==> src/rtl/alu_8_if.sv <==
`default_nettype none
// ============================================================================
// Module      : alu_8_if
// Description : Operand/result bundle between the CPU sequencer and the
//               8-bit SM83 ALU.
//               master = sequencer side (drives operands, reads results)
//               slave  = ALU side (reads operands, drives results)
// Revision    : 1.0 - initial release
// ============================================================================
interface alu_8_if;
  logic [7:0] regA;      // operand A (accumulator / shift-rotate source)
  logic [7:0] regB;      // operand B; bit ops use regB[2:0] as index
  logic [4:0] opcode;    // operation select
  logic       carryIn;   // current C flag
  logic       flagsWe;   // load flagsQ on the next clock edge
  logic [7:0] res;       // result
  logic [7:0] flagsOut;  // {Z,N,H,C,4'b0000}
  logic [7:0] flagsQ;    // registered flags shadow

  modport master (
    output regA, regB, opcode, carryIn, flagsWe,
    input  res, flagsOut, flagsQ
  );

  modport slave (
    input  regA, regB, opcode, carryIn, flagsWe,
    output res, flagsOut, flagsQ
  );
endinterface
`default_nettype wire

==> src/rtl/alu_8.sv <==
`default_nettype none
// ============================================================================
// Module      : alu_8
// Description : 8-bit SM83 (Game Boy CPU) ALU. Arithmetic, logic,
//               rotate/shift, swap and bit operations on A/B with a
//               registered flags shadow (flagsQ).
//               Optional macro ALU8_OUTREG_EN: registers res/flagsOut
//               (1-cycle latency); flagsQ then loads the registered flags.
// Revision    : 1.0 - initial release
// ============================================================================
module alu_8 (
  input  wire logic clk,
  input  wire logic reset,
  alu_8_if.slave    bus
);

  localparam logic [4:0] c_op_add  = 5'b00000;
  localparam logic [4:0] c_op_adc  = 5'b00001;
  localparam logic [4:0] c_op_sub  = 5'b00010;
  localparam logic [4:0] c_op_sbc  = 5'b00011;
  localparam logic [4:0] c_op_cp   = 5'b00100;
  localparam logic [4:0] c_op_and  = 5'b00101;
  localparam logic [4:0] c_op_or   = 5'b00110;
  localparam logic [4:0] c_op_xor  = 5'b00111;
  localparam logic [4:0] c_op_rl   = 5'b01000;
  localparam logic [4:0] c_op_rr   = 5'b01001;
  localparam logic [4:0] c_op_rla  = 5'b01010;
  localparam logic [4:0] c_op_rra  = 5'b01011;
  localparam logic [4:0] c_op_rlc  = 5'b01100;
  localparam logic [4:0] c_op_rrc  = 5'b01101;
  localparam logic [4:0] c_op_rlca = 5'b01110;
  localparam logic [4:0] c_op_rrca = 5'b01111;
  localparam logic [4:0] c_op_sla  = 5'b10000;
  localparam logic [4:0] c_op_sra  = 5'b10001;
  localparam logic [4:0] c_op_srl  = 5'b10010;
  localparam logic [4:0] c_op_swap = 5'b10011;
  localparam logic [4:0] c_op_bit  = 5'b10100;
  localparam logic [4:0] c_op_res  = 5'b10101;
  localparam logic [4:0] c_op_set  = 5'b10110;

  logic [7:0] w_a;
  logic [7:0] w_b;
  logic       w_cin;
  logic       w_cin_arith;
  logic [8:0] w_sum;
  logic [4:0] w_sum_lo;
  logic [8:0] w_diff;
  logic [4:0] w_diff_lo;
  logic [7:0] w_mask;
  logic [7:0] w_res;
  logic       w_z_from_res;
  logic       w_z_raw;
  logic       w_z;
  logic       w_n;
  logic       w_h;
  logic       w_c;
  logic [7:0] w_flags;
  logic [7:0] w_flags_src;
  logic [7:0] flags_reg_d;
  logic [7:0] flags_reg_q;

  assign w_a   = bus.regA;
  assign w_b   = bus.regB;
  assign w_cin = bus.carryIn;

  // Shared adder/subtractor; carry-in only participates for ADC/SBC.
  // Bit 4 / bit 8 of the widened results are the half and full carry/borrow.
  always_comb begin
    w_cin_arith = 1'b0;
    if ((bus.opcode == c_op_adc) || (bus.opcode == c_op_sbc)) begin
      w_cin_arith = w_cin;
    end
    w_sum     = {1'b0, w_a} + {1'b0, w_b} + {8'h00, w_cin_arith};
    w_sum_lo  = {1'b0, w_a[3:0]} + {1'b0, w_b[3:0]} + {4'h0, w_cin_arith};
    w_diff    = {1'b0, w_a} - {1'b0, w_b} - {8'h00, w_cin_arith};
    w_diff_lo = {1'b0, w_a[3:0]} - {1'b0, w_b[3:0]} - {4'h0, w_cin_arith};
    w_mask    = 8'h01 << w_b[2:0];
  end

  // Result and flag selection; Z comes from the result unless overridden.
  always_comb begin
    w_res        = w_a;
    w_z_from_res = 1'b1;
    w_z_raw      = 1'b0;
    w_n          = 1'b0;
    w_h          = 1'b0;
    w_c          = w_cin;
    case (bus.opcode)
      c_op_add, c_op_adc: begin
        w_res = w_sum[7:0];
        w_h   = w_sum_lo[4];
        w_c   = w_sum[8];
      end
      c_op_sub, c_op_sbc: begin
        w_res = w_diff[7:0];
        w_n   = 1'b1;
        w_h   = w_diff_lo[4];
        w_c   = w_diff[8];
      end
      c_op_cp: begin
        // A is passed through; flags describe the discarded difference.
        w_res        = w_a;
        w_z_from_res = 1'b0;
        w_z_raw      = (w_diff[7:0] == 8'h00);
        w_n          = 1'b1;
        w_h          = w_diff_lo[4];
        w_c          = w_diff[8];
      end
      c_op_and: begin
        w_res = w_a & w_b;
        w_h   = 1'b1;
        w_c   = 1'b0;
      end
      c_op_or: begin
        w_res = w_a | w_b;
        w_c   = 1'b0;
      end
      c_op_xor: begin
        w_res = w_a ^ w_b;
        w_c   = 1'b0;
      end
      c_op_rl, c_op_rla: begin
        w_res        = {w_a[6:0], w_cin};
        w_c          = w_a[7];
        w_z_from_res = (bus.opcode == c_op_rl);
      end
      c_op_rr, c_op_rra: begin
        w_res        = {w_cin, w_a[7:1]};
        w_c          = w_a[0];
        w_z_from_res = (bus.opcode == c_op_rr);
      end
      c_op_rlc, c_op_rlca: begin
        w_res        = {w_a[6:0], w_a[7]};
        w_c          = w_a[7];
        w_z_from_res = (bus.opcode == c_op_rlc);
      end
      c_op_rrc, c_op_rrca: begin
        w_res        = {w_a[0], w_a[7:1]};
        w_c          = w_a[0];
        w_z_from_res = (bus.opcode == c_op_rrc);
      end
      c_op_sla: begin
        w_res = {w_a[6:0], 1'b0};
        w_c   = w_a[7];
      end
      c_op_sra: begin
        w_res = {w_a[7], w_a[7:1]};
        w_c   = w_a[0];
      end
      c_op_srl: begin
        w_res = {1'b0, w_a[7:1]};
        w_c   = w_a[0];
      end
      c_op_swap: begin
        w_res = {w_a[3:0], w_a[7:4]};
        w_c   = 1'b0;
      end
      c_op_bit: begin
        w_z_from_res = 1'b0;
        w_z_raw      = ~w_a[w_b[2:0]];
        w_h          = 1'b1;
      end
      c_op_res: begin
        w_res        = w_a & ~w_mask;
        w_z_from_res = 1'b0;
      end
      c_op_set: begin
        w_res        = w_a | w_mask;
        w_z_from_res = 1'b0;
      end
      default: begin
        // Unused opcodes: pass A through, only C survives.
        w_z_from_res = 1'b0;
      end
    endcase
    w_z     = w_z_from_res ? (w_res == 8'h00) : w_z_raw;
    w_flags = {w_z, w_n, w_h, w_c, 4'b0000};
  end

`ifdef ALU8_OUTREG_EN
  logic [7:0] res_d;
  logic [7:0] res_q;
  logic [7:0] flags_out_d;
  logic [7:0] flags_out_q;

  // Output stage inputs: always the fresh combinational result.
  always_comb begin
    res_d       = w_res;
    flags_out_d = w_flags;
  end

  // Output stage registers, cleared by reset.
  always_ff @(posedge clk) begin
    if (reset) begin
      res_q       <= 8'h00;
      flags_out_q <= 8'h00;
    end else begin
      res_q       <= res_d;
      flags_out_q <= flags_out_d;
    end
  end

  assign bus.res      = res_q;
  assign bus.flagsOut = flags_out_q;
  assign w_flags_src  = flags_out_q;
`else
  assign bus.res      = w_res;
  assign bus.flagsOut = w_flags;
  assign w_flags_src  = w_flags;
`endif

  // Flags shadow next value: load on write enable, otherwise hold.
  always_comb begin
    flags_reg_d = flags_reg_q;
    if (bus.flagsWe) begin
      flags_reg_d = w_flags_src;
    end
  end

  // Flags shadow register; reset wins over the write enable.
  always_ff @(posedge clk) begin
    if (reset) begin
      flags_reg_q <= 8'h00;
    end else begin
      flags_reg_q <= flags_reg_d;
    end
  end

  assign bus.flagsQ = flags_reg_q;

endmodule
`default_nettype wire

==> src/flat_wrapper.sv <==
// flat-port wrapper written by rule: the top's interface ports become plain ports
module alu_8_flat 
  (clk, reset, bus_regA, bus_regB, bus_opcode, bus_carryIn, bus_flagsWe, bus_res, bus_flagsOut, bus_flagsQ);
  alu_8_if bus_i ();
  input  wire logic clk;
  input  wire logic reset;
  input wire logic [$bits(bus_i.regA)-1:0] bus_regA;
  input wire logic [$bits(bus_i.regB)-1:0] bus_regB;
  input wire logic [$bits(bus_i.opcode)-1:0] bus_opcode;
  input wire logic [$bits(bus_i.carryIn)-1:0] bus_carryIn;
  input wire logic [$bits(bus_i.flagsWe)-1:0] bus_flagsWe;
  output wire logic [$bits(bus_i.res)-1:0] bus_res;
  output wire logic [$bits(bus_i.flagsOut)-1:0] bus_flagsOut;
  output wire logic [$bits(bus_i.flagsQ)-1:0] bus_flagsQ;
  assign bus_i.regA = bus_regA;
  assign bus_i.regB = bus_regB;
  assign bus_i.opcode = bus_opcode;
  assign bus_i.carryIn = bus_carryIn;
  assign bus_i.flagsWe = bus_flagsWe;
  assign bus_res = bus_i.res;
  assign bus_flagsOut = bus_i.flagsOut;
  assign bus_flagsQ = bus_i.flagsQ;
  alu_8 u_core (.clk(clk), .reset(reset), .bus(bus_i));
endmodule
==> config.mk <==
export PLATFORM = sky130hd
export DESIGN_NAME = alu_8_flat
export DESIGN_NICKNAME = d
export VERILOG_FILES = /design/src/rtl/alu_8_if.sv /design/src/rtl/alu_8.sv /design/src/flat_wrapper.sv
export SDC_FILE = /design/constraint.sdc
export NUM_CORES = 1
export LEC_CHECK = 0
export BUFFER_PORTS_ARGS = -buffer_cell sky130_fd_sc_hd__buf_2
export CAP_MARGIN = 10
export CORE_ASPECT_RATIO = 0.75
export CORE_MARGIN = 2
export CORE_UTILIZATION = 25
export DETAILED_ROUTE_END_ITERATION = 10
export SLEW_MARGIN = 10
export SYNTH_ARGS = -nofsm -noshare
export SYNTH_HDL_FRONTEND = slang
export SYNTH_SLANG_ARGS = --single-unit
==> constraint.sdc <==
create_clock -name clk -period 9.7 [get_ports clk]
set_input_delay 0.97 -clock clk [delete_from_list [all_inputs] [get_ports clk]]
set_output_delay 0.97 -clock clk [all_outputs]
set_load 0.01 [all_outputs]
==> results of run 1 <==
-- cells in the final DEF (no fill, tap or decap), types with 4 or more instances in the layout --
master and count:
buf_2 40, inv_1 32, nand2_1 23, a21oi_1 22, ha_1 22, o21ai_0 18
nor2_1 16, nand2b_1 10, nor4_1 8, xnor2_1 8, nand3_1 8, conb_1 8
mux2i_1 7, nor3_1 7, nand4_1 6, o31ai_1 6, a22oi_1 5, o21a_1 5
o2bb2ai_1 5, nor4bb_1 5, a31oi_1 4, and3_1 4, o211ai_1 4, a221oi_1 4
fa_1 4, dfxtp_1 4
-- power breakdown --
group	switching, mW	total [mW]	leakage, nW	internal, mW
Sequential	0.000348	0.0177	0.0327	0.0173
Combinational	0.0909	0.146	1.09	0.0550
Clock	0.0111	0.0637	0.0370	0.0526
Total	0.102	0.227	1.15	0.125
-- worst register-to-register path, delay by kind of cell, from the launching register on --
| kind | cells | cell delay (ps) |
|---|---|---|
| flip-flops | 1 | 310 |
| AND/OR/NAND/NOR | 1 | 50 |
| AO/OA/AOI/OAI | 1 | 230 |
-- logic make-up (layout without fill, tap and decap cells) --
family / count (synthesis) / in the layout
flops: 4 / 4
mux: 10 / 10
buf+inv: 65 / 76
simple gates: 118 / 118
xor+xnor: 11 / 11
compound gates: 106 / 106
fa+ha+maj: 26 / 26
other cells: 1 / 8
-- routing by layer --
layer / share of wire (%) / vias up / GRT usage (%)
li1: - / 1289 / -
met1: 44 / 1299 / 23.0
met2: 44 / 190 / 26.1
met3: 9.9 / 24 / 2.30
met4: 2.2 / 0 / 4.27
met5: 0 / - / 0
-- through the flow --
| step | total power, mW | hold WS (ps) |
|---|---|---|
| floorplan | 0.120 | 483 |
| global placement | 0.159 | 455 |
| detailed placement | 0.159 | 462 |
| CTS | 0.225 | 469 |
| global route | 0.244 | 503 |
| finish | 0.227 | 467 |
-- worst paths after layout --
kind,start,end,slack [ps],cells after the start
worst max-delay path,bus_opcode[4],bus_flagsOut[7],3630,14
worst min-delay path,u_core.bus.flagsQ[5]$_SDFFE_PP0P_,u_core.bus.flagsQ[5]$_SDFFE_PP0P_,470,2
worst max register to register,u_core.bus.flagsQ[7]$_SDFFE_PP0P_,u_core.bus.flagsQ[7]$_SDFFE_PP0P_,9020,2
worst min register to register,u_core.bus.flagsQ[5]$_SDFFE_PP0P_,u_core.bus.flagsQ[5]$_SDFFE_PP0P_,470,2
-- final cells by class --
class / instances / area share, %
Sequential cell: 4 / 2.97
Tap cell: 132 / 6.13
Timing Repair Buffer: 40 / 7.43
Inverter: 33 / 4.60
Clock buffer: 3 / 2.79
Multi-Input combinational cell: 279 / 76.1
==> flow_metrics.env, run 1 <==
export IMPL_yosys_top_cells_count="inv_1 (32), nand2_1 (23), a21oi_1 (22), ha_1 (22), o21ai_0 (18)"
export IMPL_clk_pin_slew_worst_paths_ps=30
export IMPL_synth_xor_area_share_pct=3.99
export IMPL_grt_pass1_wl_um=13800
export IMPL_cp_top_family="compound AO/OA/AOI/OAI gates"
export IMPL_async_flop_share_pct=0
export IMPL_fillCellCount=1096
export IMPL_vias=2802
export IMPL_relSlewSlack_pct=39.7
export IMPL_cts_resized_gates=0
export IMPL_clock_path_buffers=2
export IMPL_final_area_sq_um=2690
export IMPL_yosysMostFrequentCell="inv_1"
export IMPL_cts_sinks=4
export IMPL_cpMaxStageDelayCell="a2111oi_0"
export IMPL_synth_cell_types=70
export IMPL_grt_max_degree=42
export IMPL_peakVddDrop_mv=0.0400
export IMPL_hold_class="register to register"
export IMPL_fin_crit_ps=6070
export IMPL_io_buffers=40
export IMPL_synthMuxAreaShare_pct=5.23
export IMPL_fin_ws_ps=3630
export IMPL_synth_simple_area_share_pct=29.4
export IMPL_postCtsHoldBufs=0
export IMPL_placed_cell_area_sq_um=2620
export IMPL_final_cells=491
export IMPL_chipHeight_um=89.1
export IMPL_drive_gt1_share_pct=14.5
export IMPL_viasPerCell=5.71
export IMPL_place_congestion=0.947
export IMPL_fmax_ghz=0.165
export IMPL_die_area_sq_um=10500
export IMPL_synth_seq_cells=4
export IMPL_worstPathRequired_ps=8730
export IMPL_worst_ep_arrival_time_ps=5100
export IMPL_worst_path_largest_cell_delay_ps=750
export IMPL_root_buffer="clkbuf_16"
export IMPL_rsz0062_at_grt="false"
export IMPL_synth_area_per_cell_sq_um=7.09
export IMPL_final_util_pct=28.2
export IMPL_dp_hpwl_um=6690
export IMPL_cp_max_fo=41
export IMPL_postCtsSetupBuffers=0
export IMPL_multi_input_area_sq_um=2050
export IMPL_synth_compound_area_share_pct=30.2
export IMPL_coreArea_sq_um=9540
export IMPL_diodes=0
export IMPL_wl_per_cell_um=17.9
export IMPL_drc=0
export IMPL_start_util_pct=25.3
export IMPL_fin_setup_tns_ps=0
export IMPL_synth_top_area_share_pct=11.4
export IMPL_dp_cells=488
export IMPL_finalNetCount=412
export IMPL_synth_top_area_cell="ha_1"
export IMPL_synth_warnings=0
export IMPL_end_kind="primary output"
export IMPL_ff_latch_area_sq_um=80.1
export IMPL_min_period_over_period_pct=62.6
export IMPL_overflow=0
export IMPL_postSynthCellCount=341
export IMPL_track_usage_pct=16.2
export IMPL_cp_start_kind="input pin"
export IMPL_cts_tree="built"
export IMPL_synth_area_top_cells="ha_1 (11%), inv_1 (5.0%), a21oi_1 (4.6%)"
export IMPL_drv_slew=0
export IMPL_ant_nets=0
export IMPL_largest_reg_flops=4
export IMPL_clk_insertion_delay_late_ps=220
export IMPL_timing_critical_path_buf_inv=2
export IMPL_netlist_area_sq_um=2420
export IMPL_antenna_found_initial=0
export IMPL_path_class="input pin to primary output"
export IMPL_drtPass1Iterations=6
export IMPL_synth_top_family_by_area="compound AO/OA/AOI/OAI gates"
export IMPL_row_count=31
export IMPL_first_iter_violations=419
export IMPL_h_tree_depth=1
export IMPL_powerDensity_nw_per_um2=84.4
export IMPL_cp_cell_sequence="buf_2 -> nor3_1 -> nand3_1 -> fa_1 -> fa_1 -> nand2b_1 -> a2111oi_0 -> nor3_1 -> o31ai_1 -> o21ai_0 -> a22oi_1 -> nand4_1 -> nand2_1 -> buf_2"
export IMPL_die_w_um=118
export IMPL_dp_slack_ps=3720
export IMPL_fin_skew_ps=0
export IMPL_yosysSeqAreaShare_pct=3.31
export IMPL_p_leak_nw=1.15
export IMPL_tightest_slew_ps=892
export IMPL_numCtsBuffers=3
export IMPL_first_global_vias=2523
export IMPL_synth_main_ff_cell="dfxtp_1"
export IMPL_hold_violations=0
export IMPL_ios=49
export IMPL_maxCapViolations=0
export IMPL_setup_viol=0
export IMPL_run_status="finished, final reports clean"
export IMPL_synth_edff_count=0
export IMPL_syn_to_final_growth_pct=11.4
export IMPL_wirelength_um=8780
export IMPL_synthAdderAreaFrac_pct=14.7
(Power assumes the default switching activity.)
==> run 2: changes to the inputs <==
- clock period: 9.7 -> 5.6 ns (I/O delays scaled with it)
==> run 2 against run 1 <==
Against the previous run:
- utilization grew 0.24 points
- cell count increased by 0.61%
- register-to-register slack worse by 4100 ps
- count of clock-buffer cells in the layout unchanged
- largest cell class unchanged
- combinational power up 76%
- critical endpoint unchanged
- sequential cell count is the same
- sequential share of layout area hardly changed
==> flow_metrics.env, run 2 (synthesis gave the netlist of run 1 again) <==
export IMPL_min_period_over_period_pct=90.4
export IMPL_grt_pass1_wl_um=14100
export IMPL_postCtsSetupBuffers=0
export IMPL_place_congestion=0.977
export IMPL_hold_class="register to register"
export IMPL_clk_pin_slew_worst_paths_ps=30
export IMPL_maxCapViolations=0
export IMPL_drc=0
export IMPL_viasPerCell=5.77
export IMPL_timing_critical_path_buf_inv=3
export IMPL_path_class="input pin to primary output"
export IMPL_r2r_end="u_core.bus.flagsQ[7]$_SDFFE_PP0P_"
export IMPL_end_kind="primary output"
export IMPL_worstPathRequired_ps=5040
export IMPL_worst_path_largest_cell_delay_ps=540
export IMPL_die_w_um=118
export IMPL_postCtsHoldBufs=0
export IMPL_endpoint="bus_flagsOut[7]"
export IMPL_dp_cells=491
export IMPL_relSlewSlack_pct=25.7
export IMPL_p_seq_share_pct=7.7
export IMPL_io_buffers=40
export IMPL_coreArea_sq_um=9540
export IMPL_p_int_uw=218
export IMPL_dp_hpwl_um=7010
export IMPL_cpMostUsedCell="buf_2"
export IMPL_syn_to_final_growth_pct=12.4
export IMPL_cts_tree="built"
export IMPL_power_net_switching_uw=180
export IMPL_clock_path_buffers=2
export IMPL_clk_insertion_delay_late_ps=220
export IMPL_worst_ep_arrival_time_ps=4500
export IMPL_ant_nets=0
export IMPL_tightest_slew_ps=1100
export IMPL_cp_max_fo=27
export IMPL_drv_slew=0
export IMPL_p_leak_nw=1.17
export IMPL_track_usage_pct=16.7
export IMPL_multi_input_area_sq_um=2050
export IMPL_root_buffer="clkbuf_16"
export IMPL_antenna_found_initial=0
export IMPL_first_global_vias=2549
export IMPL_run_status="finished, final reports clean"
export IMPL_critPathLaunch="bus_opcode[3]"
export IMPL_r2r_start="u_core.bus.flagsQ[7]$_SDFFE_PP0P_"
export IMPL_cpMaxStageDelayCell="nor3_1"
export IMPL_setup_viol=0
export IMPL_drive_gt1_share_pct=15.2
export IMPL_r2r_cells=2
export IMPL_swShare_pct=45.1
export IMPL_wirelength_um=9010
export IMPL_cts_resized_gates=0
export IMPL_largest_reg_flops=4
export IMPL_fin_setup_tns_ps=0
export IMPL_ios=49
export IMPL_drtPass1Iterations=7
export IMPL_r2r_slack_ps=4930
export IMPL_finalNetCount=415
export IMPL_first_iter_violations=446
export IMPL_layout_commonest_cell="buf_2"
export IMPL_start_util_pct=25.3
export IMPL_grt_max_degree=41
export IMPL_crit_cells=15
export IMPL_cts_sinks=4
export IMPL_fillCellCount=1084
export IMPL_layout_common_cells="buf_2 (40), inv_1 (32), nand2_1 (23)"
export IMPL_cp_cell_sequence="buf_2 -> nor3_1 -> nand3_1 -> inv_1 -> fa_1 -> ha_1 -> xnor2_1 -> a21oi_1 -> o2bb2ai_1 -> or4b_4 -> nand4bb_1 -> nor4_1 -> nand4_1 -> nand2_1 -> buf_2"
export IMPL_rsz0062_at_grt="false"
export IMPL_comb_power_share_pct=64.6
export IMPL_final_cells=494
export IMPL_cp_top_family="simple AND/OR/NAND/NOR gates"
export IMPL_hold_ws_ps=469
export IMPL_diodes=0
export IMPL_fmax_ghz=0.197
export IMPL_hold_violations=0
export IMPL_ff_latch_area_sq_um=80.1
export IMPL_fin_crit_ps=5060
export IMPL_cp_start_kind="input pin"
export IMPL_overflow=0
export IMPL_die_area_sq_um=10500
export IMPL_chipHeight_um=89.1
export IMPL_row_count=31
export IMPL_fin_skew_ps=0
export IMPL_numCtsBuffers=3
export IMPL_vias=2849
export IMPL_peakVddDrop_mv=0.0834
export IMPL_power_frac_clock_pct=27.7
export IMPL_powerDensity_nw_per_um2=147
export IMPL_h_tree_depth=1
export IMPL_wl_per_cell_um=18.2
## run 2: changes by cell type in the layout (fill, tap and decap cells not counted)
cell / before / now
buf_4: 0 / 3
## run 2: layout make-up
type / count / area share [%]
timing repair buffer: 43 / 8.20
inverter: 33 / 4.56
tap: 132 / 6.08
sequential: 4 / 2.95
clock buffer: 3 / 2.76
multi-input combinational: 279 / 75.4
## run 2: per-layer routing
metal	track usage (%)	share of wire, %	vias to the layer above
li1	-	-	1310
met1	24.1	45	1318
met2	27.0	44	201
met3	1.72	9.2	20
met4	3.83	2.4	0
met5	0	0	-
## run 2: how the worst min path moves through the flow
stage	start	to	slack (ps)	cells after the start
6_report	u_core.bus.flagsQ[5]$_SDFFE_PP0P_	u_core.bus.flagsQ[5]$_SDFFE_PP0P_	470	2
5_1_grt	u_core.bus.flagsQ[5]$_SDFFE_PP0P_	u_core.bus.flagsQ[5]$_SDFFE_PP0P_	500	2
4_1_cts	u_core.bus.flagsQ[5]$_SDFFE_PP0P_	u_core.bus.flagsQ[5]$_SDFFE_PP0P_	480	2
3_5_place_dp	u_core.bus.flagsQ[4]$_SDFFE_PP0P_	u_core.bus.flagsQ[4]$_SDFFE_PP0P_	460	2
3_3_place_gp	u_core.bus.flagsQ[4]$_SDFFE_PP0P_	u_core.bus.flagsQ[4]$_SDFFE_PP0P_	450	2
2_1_floorplan	u_core.bus.flagsQ[4]$_SDFFE_PP0P_	u_core.bus.flagsQ[4]$_SDFFE_PP0P_	480	2
## run 2: power by group through the flow
| stage | clock network, mW | registers (mW) | logic, mW |
|---|---|---|---|
| 2_1_floorplan | 0 | 0.0317 | 0.177 |
| 5_1_grt | 0.114 | 0.0308 | 0.280 |
| 4_1_cts | 0.111 | 0.0307 | 0.250 |
| 6_report | 0.110 | 0.0307 | 0.257 |
| 3_5_place_dp | 0 | 0.0310 | 0.249 |
| 3_3_place_gp | 0 | 0.0309 | 0.248 |
## run 2: worst register-to-register path: stages (launching register included)
cell and delay, ps:
dfxtp_1 310, nor2_1 50, a311oi_1 220
## run 2: per-stage QoR
stage               power (mW)  utilization [%]  cell area, sq um  setup slack (ps)
floorplan                0.209                -              2440              1160
detailed placement       0.280             27.7              2640               606
global placement         0.279             27.7              2640               618
finish                   0.398             28.5              2720               535
global route             0.425             28.5              2720               186
CTS                      0.392             28.5              2720               603
